[config.mk]
export PLATFORM = sky130hd
export DESIGN_NAME = list_search_append
export DESIGN_NICKNAME = d
export VERILOG_FILES = /design/src/rtl/lsa_pkg.sv /design/src/rtl/list_search_append.sv
export SDC_FILE = /design/constraint.sdc
export NUM_CORES = 1
export LEC_CHECK = 0
export BUFFER_PORTS_ARGS = -buffer_cell sky130_fd_sc_hd__buf_2
export CELL_PAD_IN_SITES_DETAIL_PLACEMENT = 0
export CELL_PAD_IN_SITES_GLOBAL_PLACEMENT = 1
export CORE_AREA = 2 2 101 103
export DETAILED_ROUTE_END_ITERATION = 12
export DIE_AREA = 0 0 103 105
export PLACE_DENSITY = 0.85
export REMOVE_ABC_BUFFERS = 1
export SLEW_MARGIN = 25
export SYNTH_ARGS = -nofsm -noshare
export SYNTH_HDL_FRONTEND = slang
export SYNTH_SLANG_ARGS = --single-unit
export TNS_END_PERCENT = 10
[constraint.sdc]
create_clock -name clock -period 3.5 [get_ports clock]
set_input_delay 0.35 -clock clock [delete_from_list [all_inputs] [get_ports clock]]
set_output_delay 0.35 -clock clock [all_outputs]
set_load 0.01 [all_outputs]
[src/rtl/lsa_pkg.sv]
// Shared definitions for the list search/append initiator: FSM states, widths
// and the fixed memory locations of the routing lists it maintains.
package lsa_pkg;

  localparam int ADDR_W = 11;
  localparam int WORD_W = 16;
  localparam int IDX_W  = 6;

  typedef enum logic [2:0] {
    IDLE,
    RD_COUNT,
    SCAN,
    APPEND,
    INC_COUNT,
    DONE
  } lsa_state_t;

  // Entry-0 byte address and count-word byte address of each standard list
  localparam logic [ADDR_W-1:0] KNOWN_SINKS_BASE  = 11'h008;
  localparam logic [ADDR_W-1:0] KNOWN_SINKS_COUNT = 11'h688;
  localparam logic [ADDR_W-1:0] BETTER_NBR_BASE   = 11'h668;
  localparam logic [ADDR_W-1:0] BETTER_NBR_COUNT  = 11'h68C;
  localparam logic [ADDR_W-1:0] SINK_IDS_BASE     = 11'h248;
  localparam logic [ADDR_W-1:0] SINK_IDS_COUNT    = 11'h68E;

endpackage

[src/rtl/list_search_append.sv]
// Scans a word list in mem for a key and, on a miss with appending enabled,
// writes the key at the tail and bumps the stored count.
module list_search_append #(
  parameter int MAX_COUNT = 16,
  parameter int ADDR_W    = 11
) (
  input  logic                      clock,
  input  logic                      reset,
  input  logic                      start,
  input  logic [lsa_pkg::WORD_W-1:0] key,
  input  logic [ADDR_W-1:0]         list_base,
  input  logic [ADDR_W-1:0]         count_addr,
  input  logic                      append_en,
  output logic                      busy,
  output logic                      done,
  output logic                      found,
  output logic                      full,
  output logic [lsa_pkg::IDX_W-1:0] index,
  output logic [ADDR_W-1:0]         mem_address,
  output logic                      mem_wr_en,
  output logic [lsa_pkg::WORD_W-1:0] mem_wdata,
  input  logic [lsa_pkg::WORD_W-1:0] mem_rdata
);

  import lsa_pkg::*;

  localparam logic [IDX_W-1:0] MAX_C = IDX_W'(MAX_COUNT);

  lsa_state_t        state, state_d;
  logic [WORD_W-1:0] key_q;
  logic [ADDR_W-1:0] base_q;
  logic [ADDR_W-1:0] count_addr_q;
  logic              append_q;
  logic [IDX_W-1:0]  i;
  logic [IDX_W-1:0]  cnt;

  logic              exhausted;
  logic              hit;
  logic              room;
  logic [ADDR_W-1:0] entry_addr;
  logic [ADDR_W-1:0] tail_addr;

  assign exhausted  = (i == cnt);
  assign hit        = (mem_rdata == key_q);
  assign room       = (cnt < MAX_C);
  assign entry_addr = base_q + (ADDR_W'(i) << 1);
  assign tail_addr  = base_q + (ADDR_W'(cnt) << 1);

  assign busy = (state != IDLE);
  assign done = (state == DONE);

  always_comb begin
    state_d     = state;
    mem_address = '0;
    mem_wr_en   = 1'b0;
    mem_wdata   = '0;
    case (state)
      IDLE: begin
        if (start) state_d = RD_COUNT;
      end
      RD_COUNT: begin
        mem_address = count_addr_q;
        state_d     = SCAN;
      end
      SCAN: begin
        if (exhausted) begin
          state_d = (append_q && room) ? APPEND : DONE;
        end else begin
          mem_address = entry_addr;
          if (hit) state_d = DONE;
        end
      end
      APPEND: begin
        mem_address = tail_addr;
        mem_wdata   = key_q;
        mem_wr_en   = 1'b1;
        state_d     = INC_COUNT;
      end
      INC_COUNT: begin
        mem_address = count_addr_q;
        mem_wdata   = WORD_W'(cnt) + WORD_W'(1);
        mem_wr_en   = 1'b1;
        state_d     = DONE;
      end
      DONE: begin
        state_d = IDLE;
      end
      default: begin
        state_d = IDLE;
      end
    endcase
  end

  always_ff @(posedge clock) begin
    if (reset) begin
      state <= IDLE;
    end else begin
      state <= state_d;
    end
  end

  // Result flags change only on the edge entering DONE, so they hold between pulses
  always_ff @(posedge clock) begin
    if (reset) begin
      key_q        <= '0;
      base_q       <= '0;
      count_addr_q <= '0;
      append_q     <= 1'b0;
      i            <= '0;
      cnt          <= '0;
      found        <= 1'b0;
      full         <= 1'b0;
      index        <= '0;
    end else begin
      case (state)
        IDLE: begin
          if (start) begin
            key_q        <= key;
            base_q       <= list_base;
            count_addr_q <= count_addr;
            append_q     <= append_en;
            i            <= '0;
          end
        end
        RD_COUNT: begin
          cnt <= (mem_rdata > WORD_W'(MAX_COUNT)) ? MAX_C : mem_rdata[IDX_W-1:0];
        end
        SCAN: begin
          if (exhausted) begin
            if (!append_q) begin
              found <= 1'b0;
              full  <= 1'b0;
            end else if (!room) begin
              found <= 1'b0;
              full  <= 1'b1;
            end
          end else if (hit) begin
            found <= 1'b1;
            full  <= 1'b0;
            index <= i;
          end else begin
            i <= i + IDX_W'(1);
          end
        end
        INC_COUNT: begin
          found <= 1'b0;
          full  <= 1'b0;
          index <= cnt;
        end
        default: begin
        end
      endcase
    end
  end

endmodule

==> impl_metrics.env, run 1 <==
export IMPL_finalPower_mw=1.79
export IMPL_internal_power_mw=1.23
export IMPL_hold_viol=0
export IMPL_cts_root_buf="clkbuf_8"
export IMPL_worst_pin_slew_ps=916
export IMPL_gp_congestion=0.874
export IMPL_rsz0062_at_grt="no"
export IMPL_end_kind="primary output"
export IMPL_grt_pass1_wl_microns=17900
export IMPL_yosysWarnings=0
export IMPL_final_cells=723
export IMPL_htreeDepth=3
export IMPL_vias=3793
export IMPL_synth_main_ff_cell="dfxtp_1"
export IMPL_dpl_cell_area_sq_mm=0.00453
export IMPL_cp_data_arrival_time_ps=2640
export IMPL_placed_cells=707
export IMPL_ctsResizeCount=0
export IMPL_p_seq_frac=0.446
export IMPL_synth_avg_cell_area_sq_um=7.93
export IMPL_p_sw_frac=0.312
export IMPL_fmax_ghz=0.335
export IMPL_die_x_microns=103
export IMPL_synthesis_area_sq_mm=0.00401
export IMPL_fin_nets=659
export IMPL_pin_count=96
export IMPL_vdd_ir_drop_max_mv=0.167
export IMPL_start_util=0.416
export IMPL_grt_use_total=0.207
export IMPL_fin_ws_ps=511
export IMPL_antenna_found_initial=0
export IMPL_p_comb_frac=0.182
export IMPL_first_global_vias=3596
export IMPL_report_final_slew_viol_count=0
export IMPL_core_sq_mm=0.00964
export IMPL_hold_depth=3
export IMPL_netlist_instances=506
export IMPL_yosysSeqAreaShare=0.309
export IMPL_ctsHoldBuffers=0
export IMPL_whs_ps=237
export IMPL_fin_util=0.492
export IMPL_synth_edf_count=0
export IMPL_reg2regPathDepth=5
export IMPL_grt_ovfl_total=0
export IMPL_hold_class="in -> reg"
export IMPL_antenna_cells=0
export IMPL_drtIter0Drc=219
export IMPL_drc=0
export IMPL_powerDensity_mw_per_mm2=377
export IMPL_postRouteAntennaNets=0
export IMPL_slew_headroom=0.388
export IMPL_p_leak_nw=1.98
export IMPL_ys_seq_elements=62
export IMPL_firstDrtPassIters=5
export IMPL_clk_pin_slew_worst_paths_ps=80
export IMPL_p_clk_frac=0.372
export IMPL_skew_ps=9.80
export IMPL_status="finished clean"
export IMPL_p_sw_mw=0.558
export IMPL_port_buffers=95
export IMPL_synth_distinct_cells=66
export IMPL_dp_hpwl_microns=7970
export IMPL_final_area_sq_mm=0.00474
export IMPL_placementRows=36
export IMPL_routedWlPerCell_microns=15.2
export IMPL_tns_ps=0
export IMPL_cts_sinks=62
export IMPL_cap_violations=0
export IMPL_cts_setup_buffers=0
export IMPL_dieArea_sq_mm=0.0108
export IMPL_cp_start_kind="flop"
export IMPL_clock_latency_ps=340
export IMPL_min_period_ps=2990
export IMPL_worstSetupPathType="reg -> out"
export IMPL_cts_tree="built"
export IMPL_finalSetupViolCount=0
export IMPL_period_share=0.854
export IMPL_worstPathRequired_ps=3150
export IMPL_die_y_microns=105
export IMPL_critPathMaxFanout=7
export IMPL_syn_to_final_growth_pct=18.1
export IMPL_drive_above_1_share=0.242
export IMPL_place_ws_ps=882
export IMPL_viasPerCell=5.25
export IMPL_synthArstFlopShare=0
export IMPL_totalWireLength_microns=11000
export IMPL_cts_made_buffers=9
export IMPL_cts_buffer_depth=2
export IMPL_grt_max_degree=57
area by class of cell:
class / instances / area [sq um]
Clock inverter: 6 / 70.1
Fill cell: 1009 / 4900
Inverter: 11 / 41.3
Timing Repair Buffer: 100 / 515
Multi-Input combinational cell: 401 / 2570
Clock buffer: 10 / 138
Tap cell: 133 / 166
Sequential cell: 62 / 1240
sequential cells by signal, summed over array words and instances, names as in the netlist:
name          count
full              1
found             1
state             3
append_q          1
index             6
key_q            16
cnt               6
base_q           11
count_addr_q     11
i                 6
power by group through the flow:
stage / logic (mW) / registers [mW] / clock network, mW
after floorplan: 0.197 / 0.801 / 0
after global placement: 0.321 / 0.811 / 0
after detailed placement: 0.325 / 0.813 / 0
after CTS: 0.326 / 0.796 / 0.676
after global routing: 0.363 / 0.804 / 0.714
final: 0.326 / 0.797 / 0.665
cells in the final DEF, fill, tap and decap left out, types with 3 or more instances in the layout:
cell type	instances
inv_1	10
nor3_1	12
ha_1	14
nand2b_1	3
xor2_1	9
o21ai_0	15
nor4_1	3
mux2_4	9
xnor2_1	26
nor2_1	23
buf_4	6
a21oi_1	58
clkinvlp_4	3
nand3_1	9
buf_2	94
a22oi_1	8
nand4_1	5
clkbuf_8	10
a31oi_1	3
and3_1	3
o211ai_1	3
nor3b_1	9
and2_1	11
dfxtp_1	62
nand2_1	114
a211oi_1	4
nor2b_1	6
o221ai_1	3
a21o_1	4
critical path, cell delays in order (launching register included):
cell      delay [ps]
dfxtp_1          380
ha_1             260
fa_1             420
a21o_1           190
a21oi_1          370
nor2_1            70
a311oi_1         290
o211ai_1         130
buf_2            180
synth_stat cells (4+ instances only):
library cell,count,area (sq um)
a21o_1,4,30.0
inv_1,10,37.5
xnor2_1,26,228
nor2_1,23,86.3
and2_1,11,68.8
dfxtp_1,62,1240
nand4_1,5,31.3
nand2_1,114,428
nor3_1,12,60.1
buf_2,7,35.0
ha_1,14,175
a22oi_1,8,60.1
a21oi_1,58,290
nand3_1,9,45.0
a211oi_1,4,30.0
o21ai_0,15,75.1
nor3b_1,9,67.6
nor2b_1,6,37.5
clkbuf_1,17,63.8
xor2_1,9,78.8
mux2_4,9,135
worst paths after layout:
check / startpoint / to / slack, ps
setup / recovery: i[0] / mem_address[7] / 510
hold / removal: key[4] / key_q[4] / 240
setup reg to reg: state[0] / base_q[1] / 1270
hold reg to reg: count_addr_q[1] / count_addr_q[1] / 460
metal layers:
metal  wire length, microns  global-route usage
met2                   5100               0.311
met4                    228              0.0789
met1                   5190               0.294
met3                    454              0.0328
met5                      0                   0
cell families (layout without fill, tap and decap cells):
| family | after synthesis | count (layout) | synth area share |
|---|---|---|---|
| simple gates | 216 | 216 | 0.269 |
| compound gates | 121 | 121 | 0.194 |
| flops | 62 | 62 | 0.309 |
| buf+inv | 43 | 127 | 0.0511 |
| xor+xnor | 37 | 37 | 0.0845 |
| fa+ha+maj | 16 | 16 | 0.0536 |
| mux | 11 | 11 | 0.0387 |
(Power assumes the default switching activity.)
==> run 2: changes to the inputs <==
--- a/config.mk
+++ b/config.mk
@@ -9,6 +9,7 @@
 export CELL_PAD_IN_SITES_DETAIL_PLACEMENT = 0
 export CELL_PAD_IN_SITES_GLOBAL_PLACEMENT = 1
 export CORE_AREA = 2 2 101 103
+export CTS_CLUSTER_DIAMETER = 100
 export DETAILED_ROUTE_END_ITERATION = 12
 export DIE_AREA = 0 0 103 105
 export PLACE_DENSITY = 0.85
==> constraint.sdc (replaced) <==
create_clock -name clock -period 3.5 [get_ports clock]
set_input_delay 0.35 -clock clock [delete_from_list [all_inputs] [get_ports clock]]
set_output_delay 0.35 -clock clock [all_outputs]
set_load 0.1 [all_outputs]
==> run 2 against run 1 <==
Net effect:
- routed wire length fell by 0.73%
- clock power grew 16%
- global-route usage increased by 0.12 points
- critical path depth unchanged
- clock-buffer cell count unchanged
- die area is the same
- clock skew rose by 1.0 ps
- sequential cell count unchanged
- total power rose by 10%
- setup slack worse by 250 ps
- combinational power is 23% higher
- utilization up 0.29 points
==> impl_metrics.env, run 2 (synthesis gave the netlist of run 1 again) <==
export IMPL_cp_data_arrival_time_ps=2890
export IMPL_period_share=0.924
export IMPL_drc=0
export IMPL_min_period_ps=3240
export IMPL_dp_hpwl_microns=7950
export IMPL_cts_root_buf="clkbuf_8"
export IMPL_report_final_slew_viol_count=0
export IMPL_mostFrequentLayoutCell="nand2_1"
export IMPL_placementRows=36
export IMPL_most_common_layout_cells="114 x nand2_1, 95 x buf_2, 62 x dfxtp_1, 58 x a21oi_1, 26 x xnor2_1"
export IMPL_finalPower_mw=1.97
export IMPL_worst_pin_slew_ps=1030
export IMPL_drive_above_1_share=0.241
export IMPL_gp_congestion=0.888
export IMPL_totalWireLength_microns=10900
export IMPL_worstSetupPathType="reg -> out"
export IMPL_drtIter0Drc=149
export IMPL_fmax_ghz=0.309
export IMPL_p_leak_nw=2.00
export IMPL_dpl_cell_area_sq_mm=0.00453
export IMPL_placed_cells=707
export IMPL_grt_ovfl_total=0
export IMPL_end_kind="primary output"
export IMPL_firstDrtPassIters=4
export IMPL_cp_start_kind="flop"
export IMPL_final_area_sq_mm=0.00477
export IMPL_core_sq_mm=0.00964
export IMPL_cts_setup_buffers=0
export IMPL_cts_sinks=62
export IMPL_skew_ps=10.8
export IMPL_htreeDepth=3
export IMPL_die_y_microns=105
export IMPL_p_comb_frac=0.203
export IMPL_finalSetupViolCount=0
export IMPL_antenna_found_initial=0
export IMPL_dieArea_sq_mm=0.0108
export IMPL_grt_max_degree=55
export IMPL_grt_use_total=0.208
export IMPL_p_sw_frac=0.316
export IMPL_cts_tree="built"
export IMPL_largest_reg_flops=16
export IMPL_start_util=0.416
export IMPL_ctsHoldBuffers=0
export IMPL_reg_top3="key_q: 16 flops, base_q: 11 flops, count_addr_q: 11 flops"
export IMPL_cts_buffer_depth=2
export IMPL_syn_to_final_growth_pct=18.8
export IMPL_rsz0062_at_grt="no"
export IMPL_routedWlPerCell_microns=15.1
export IMPL_status="finished clean"
export IMPL_vdd_ir_drop_max_mv=0.213
export IMPL_powerDensity_mw_per_mm2=413
export IMPL_slew_headroom=0.310
export IMPL_grt_pass1_wl_microns=17800
export IMPL_fin_util=0.495
export IMPL_port_buffers=95
export IMPL_cap_violations=0
export IMPL_antenna_cells=0
export IMPL_worstPathRequired_ps=3150
export IMPL_critPathMaxFanout=7
export IMPL_p_sw_mw=0.623
export IMPL_regMostFlops="key_q"
export IMPL_clock_latency_ps=350
export IMPL_clk_pin_slew_worst_paths_ps=80
export IMPL_fin_nets=659
export IMPL_first_global_vias=3635
export IMPL_internal_power_mw=1.35
export IMPL_hold_class="in -> reg"
export IMPL_p_seq_frac=0.406
export IMPL_postRouteAntennaNets=0
export IMPL_cts_made_buffers=9
export IMPL_viasPerCell=5.18
export IMPL_p_clk_frac=0.390
export IMPL_final_cells=723
export IMPL_die_x_microns=103
export IMPL_hold_viol=0
export IMPL_ctsResizeCount=0
export IMPL_pin_count=96
export IMPL_vias=3745
## run 2: per-layer routing
metal	vias to the layer above	track usage	share of wire	routed length [microns]
li1	1927	-	-	-
met3	15	0.0261	0.036	394
met5	-	0	0	0
met4	0	0.0846	0.018	192
met1	1716	0.296	0.49	5340
met2	87	0.314	0.46	4970
## run 2: area by class of cell
type | instances | area (sq um)
fillers | 1027 | 4870
multi-input cells | 401 | 2570
flip-flops and latches | 62 | 1240
repair buffers | 100 | 513
well taps | 133 | 166
clock buffers | 10 | 128
clock inverters | 6 | 110
inverters | 11 | 41.3
## run 2: power by group through the flow
stage	registers, mW	logic, mW	clock network, mW
final	0.801	0.401	0.770
after detailed placement	0.816	0.401	0
after global routing	0.808	0.439	0.813
after CTS	0.800	0.402	0.783
after global placement	0.814	0.398	0
after floorplan	0.802	0.278	0
## run 2: worst paths after layout
path | startpoint | end | slack [ps] | cells past startpoint
hold / removal | count_addr[5] | count_addr_q[5] | 230 | 3
setup / recovery | i[0] | mem_address[7] | 260 | 8
setup reg to reg | cnt[4] | i[5] | 1160 | 6
hold reg to reg | base_q[0] | base_q[0] | 450 | 2
## run 2: per-stage QoR
step	hold slack (ps)	worst slack (ps)	TNS, ps
after floorplan	419	-77.4	-184
after detailed placement	449	651	0
final	234	265	0
after global placement	445	682	0
after CTS	219	256	0
after global routing	228	144	0
## run 2: worst max-delay path, stage by stage, from the launching register on
cell	delay, ps
dfxtp_1	380
ha_1	270
fa_1	420
a21o_1	200
a21oi_1	350
o2111a_1	230
a311oi_1	50
o211ai_1	190
buf_2	460
==> run 3: changes to the inputs <==
--- a/config.mk
+++ b/config.mk
@@ -8,11 +8,11 @@
 export BUFFER_PORTS_ARGS = -buffer_cell sky130_fd_sc_hd__buf_2
 export CELL_PAD_IN_SITES_DETAIL_PLACEMENT = 0
 export CELL_PAD_IN_SITES_GLOBAL_PLACEMENT = 1
-export CORE_AREA = 2 2 101 103
+export CORE_AREA = 2 2 105 107
 export CTS_CLUSTER_DIAMETER = 100
 export DETAILED_ROUTE_END_ITERATION = 12
-export DIE_AREA = 0 0 103 105
-export PLACE_DENSITY = 0.85
+export DIE_AREA = 0 0 107 109
+export PLACE_DENSITY = 0.79
 export REMOVE_ABC_BUFFERS = 1
 export SLEW_MARGIN = 25
 export SYNTH_ARGS = -nofsm -noshare
==> constraint.sdc (replaced) <==
create_clock -name clock -period 3.7 [get_ports clock]
set_input_delay 0.37 -clock clock [delete_from_list [all_inputs] [get_ports clock]]
set_output_delay 0.37 -clock clock [all_outputs]
set_load 0.1 [all_outputs]
==> run 3 against run 2 <==
Net effect:
- clock-buffer cell count did not move
- setup slack improved by 160 ps
- sequential power fell by 5.2%
- critical endpoint unchanged
- sequential share of layout area barely moved
- register-to-register slack improved by 250 ps
- clock power fell by 14%
- critical path depth did not move
- combinational power fell by 4%
- worst hold slack improved by 24 ps
- die area rose by 7.8%
- global-route usage fell by 1.6 points
- utilization fell by 4.5 points
==> impl_metrics.env, run 3 (synthesis gave the netlist of run 1 again) <==
export IMPL_status="finished clean"
export IMPL_reg_top3="key_q: 16 flops, base_q: 11 flops, count_addr_q: 11 flops"
export IMPL_cts_buffer_depth=2
export IMPL_dp_hpwl_microns=8210
export IMPL_placementRows=38
export IMPL_htreeDepth=3
export IMPL_report_final_slew_viol_count=0
export IMPL_tns_ps=0
export IMPL_whs_endpoint="key_q[1]"
export IMPL_postRouteAntennaNets=0
export IMPL_final_area_sq_mm=0.00476
export IMPL_drive_above_1_share=0.242
export IMPL_dpl_cell_area_sq_mm=0.00455
export IMPL_cap_violations=0
export IMPL_hp_start="key[1]"
export IMPL_totalWireLength_microns=11200
export IMPL_gp_congestion=0.911
export IMPL_clock_latency_ps=340
export IMPL_largest_reg_flops=16
export IMPL_vias=3796
export IMPL_die_y_microns=109
export IMPL_finalSetupViolCount=0
export IMPL_cp_start_kind="flop"
export IMPL_fin_nets=660
export IMPL_fill_cells=1098
export IMPL_antenna_found_initial=0
export IMPL_clk_pin_slew_worst_paths_ps=80
export IMPL_start_util=0.379
export IMPL_hold_depth=3
export IMPL_firstDrtPassIters=4
export IMPL_drc=0
export IMPL_slew_headroom=0.461
export IMPL_cts_root_buf="clkbuf_8"
export IMPL_hold_viol=0
export IMPL_core_sq_mm=0.0106
export IMPL_antenna_cells=0
export IMPL_r2r_end="base_q[2]"
export IMPL_cts_made_buffers=9
export IMPL_vdd_ir_drop_max_mv=0.151
export IMPL_skew_ps=12.0
export IMPL_worstPathRequired_ps=3330
export IMPL_grt_ovfl_total=0
export IMPL_dieArea_sq_mm=0.0117
export IMPL_fin_ws_ps=427
export IMPL_mostFrequentLayoutCell="nand2_1"
export IMPL_routedWlPerCell_microns=15.3
export IMPL_period_share=0.885
export IMPL_ctsHoldBuffers=0
export IMPL_drtIter0Drc=161
export IMPL_worst_pin_slew_ps=803
export IMPL_fmax_ghz=0.306
export IMPL_powerDensity_mw_per_mm2=378
export IMPL_pin_count=96
export IMPL_finalPower_mw=1.80
export IMPL_r2r_start="state[0]"
export IMPL_grt_max_degree=56
export IMPL_whs_ps=258
export IMPL_cts_setup_buffers=0
export IMPL_syn_to_final_growth_pct=18.6
export IMPL_critPathMaxFanout=7
export IMPL_first_global_vias=3583
export IMPL_die_x_microns=107
export IMPL_p_leak_nw=2.00
export IMPL_ctsResizeCount=0
export IMPL_worstSetupPathType="reg -> out"
export IMPL_hold_class="in -> reg"
export IMPL_regMostFlops="key_q"
export IMPL_cts_sinks=62
export IMPL_grt_pass1_wl_microns=17600
export IMPL_ff2ff_setup_slack_ps=1410
export IMPL_grt_use_total=0.192
export IMPL_rsz0062_at_grt="no"
export IMPL_min_period_ps=3270
export IMPL_port_buffers=95
export IMPL_most_common_layout_cells="114 x nand2_1, 94 x buf_2, 62 x dfxtp_1, 58 x a21oi_1, 26 x xnor2_1"
export IMPL_place_ws_ps=799
export IMPL_cp_data_arrival_time_ps=2900
export IMPL_cts_tree="built"
export IMPL_reg2regPathDepth=5
export IMPL_end_kind="primary output"
export IMPL_viasPerCell=5.19
[run 3: area by class of cell]
type | count | area, sq um | area share
clock buffers | 10 | 128 | 0.0268
clock inverters | 6 | 86.3 | 0.0181
inverters | 11 | 41.3 | 0.00867
multi-input cells | 401 | 2570 | 0.539
flip-flops and latches | 62 | 1240 | 0.261
well taps | 140 | 175 | 0.0368
repair buffers | 101 | 523 | 0.110
[run 3: per-layer routing]
metal,vias up,wire length (microns),GRT usage,share of wire
met5,-,0,0,0
met4,0,227,0.0696,0.020
met3,13,466,0.0299,0.042
met2,96,5250,0.313,0.47
met1,1757,5250,0.259,0.47
li1,1930,-,-,-
[run 3: how the worst max path moves through the flow]
stage	slack [ps]	end	cells after the start	start
after floorplan	100	mem_address[3]	4	i[0]
after global placement	860	mem_address[7]	8	i[0]
after detailed placement	800	mem_address[7]	8	i[0]
after CTS	420	mem_address[7]	8	i[0]
after global routing	280	mem_address[7]	8	i[0]
final	430	mem_address[7]	8	i[0]
[run 3: power by group]
group	total [mW]	leakage [nW]	internal [mW]	switching (mW)
registers	0.759	0.506	0.707	0.0519
logic	0.383	1.39	0.124	0.258
clock network	0.661	0.106	0.378	0.283
total	1.80	2.00	1.21	0.593
[run 3: critical path, stage by stage, from the launching register on]
cell	delay, ps
dfxtp_1	390
ha_1	280
fa_1	410
a21o_1	200
a21oi_1	370
o2111a_1	220
a311oi_1	50
o211ai_1	190
buf_2	460
[run 3: through the flow]
step                      utilization  cells
final                           0.449    731
after global routing            0.449    731
after CTS                       0.449    731
after detailed placement        0.429    715
after global placement          0.429    715
after floorplan                     -    474
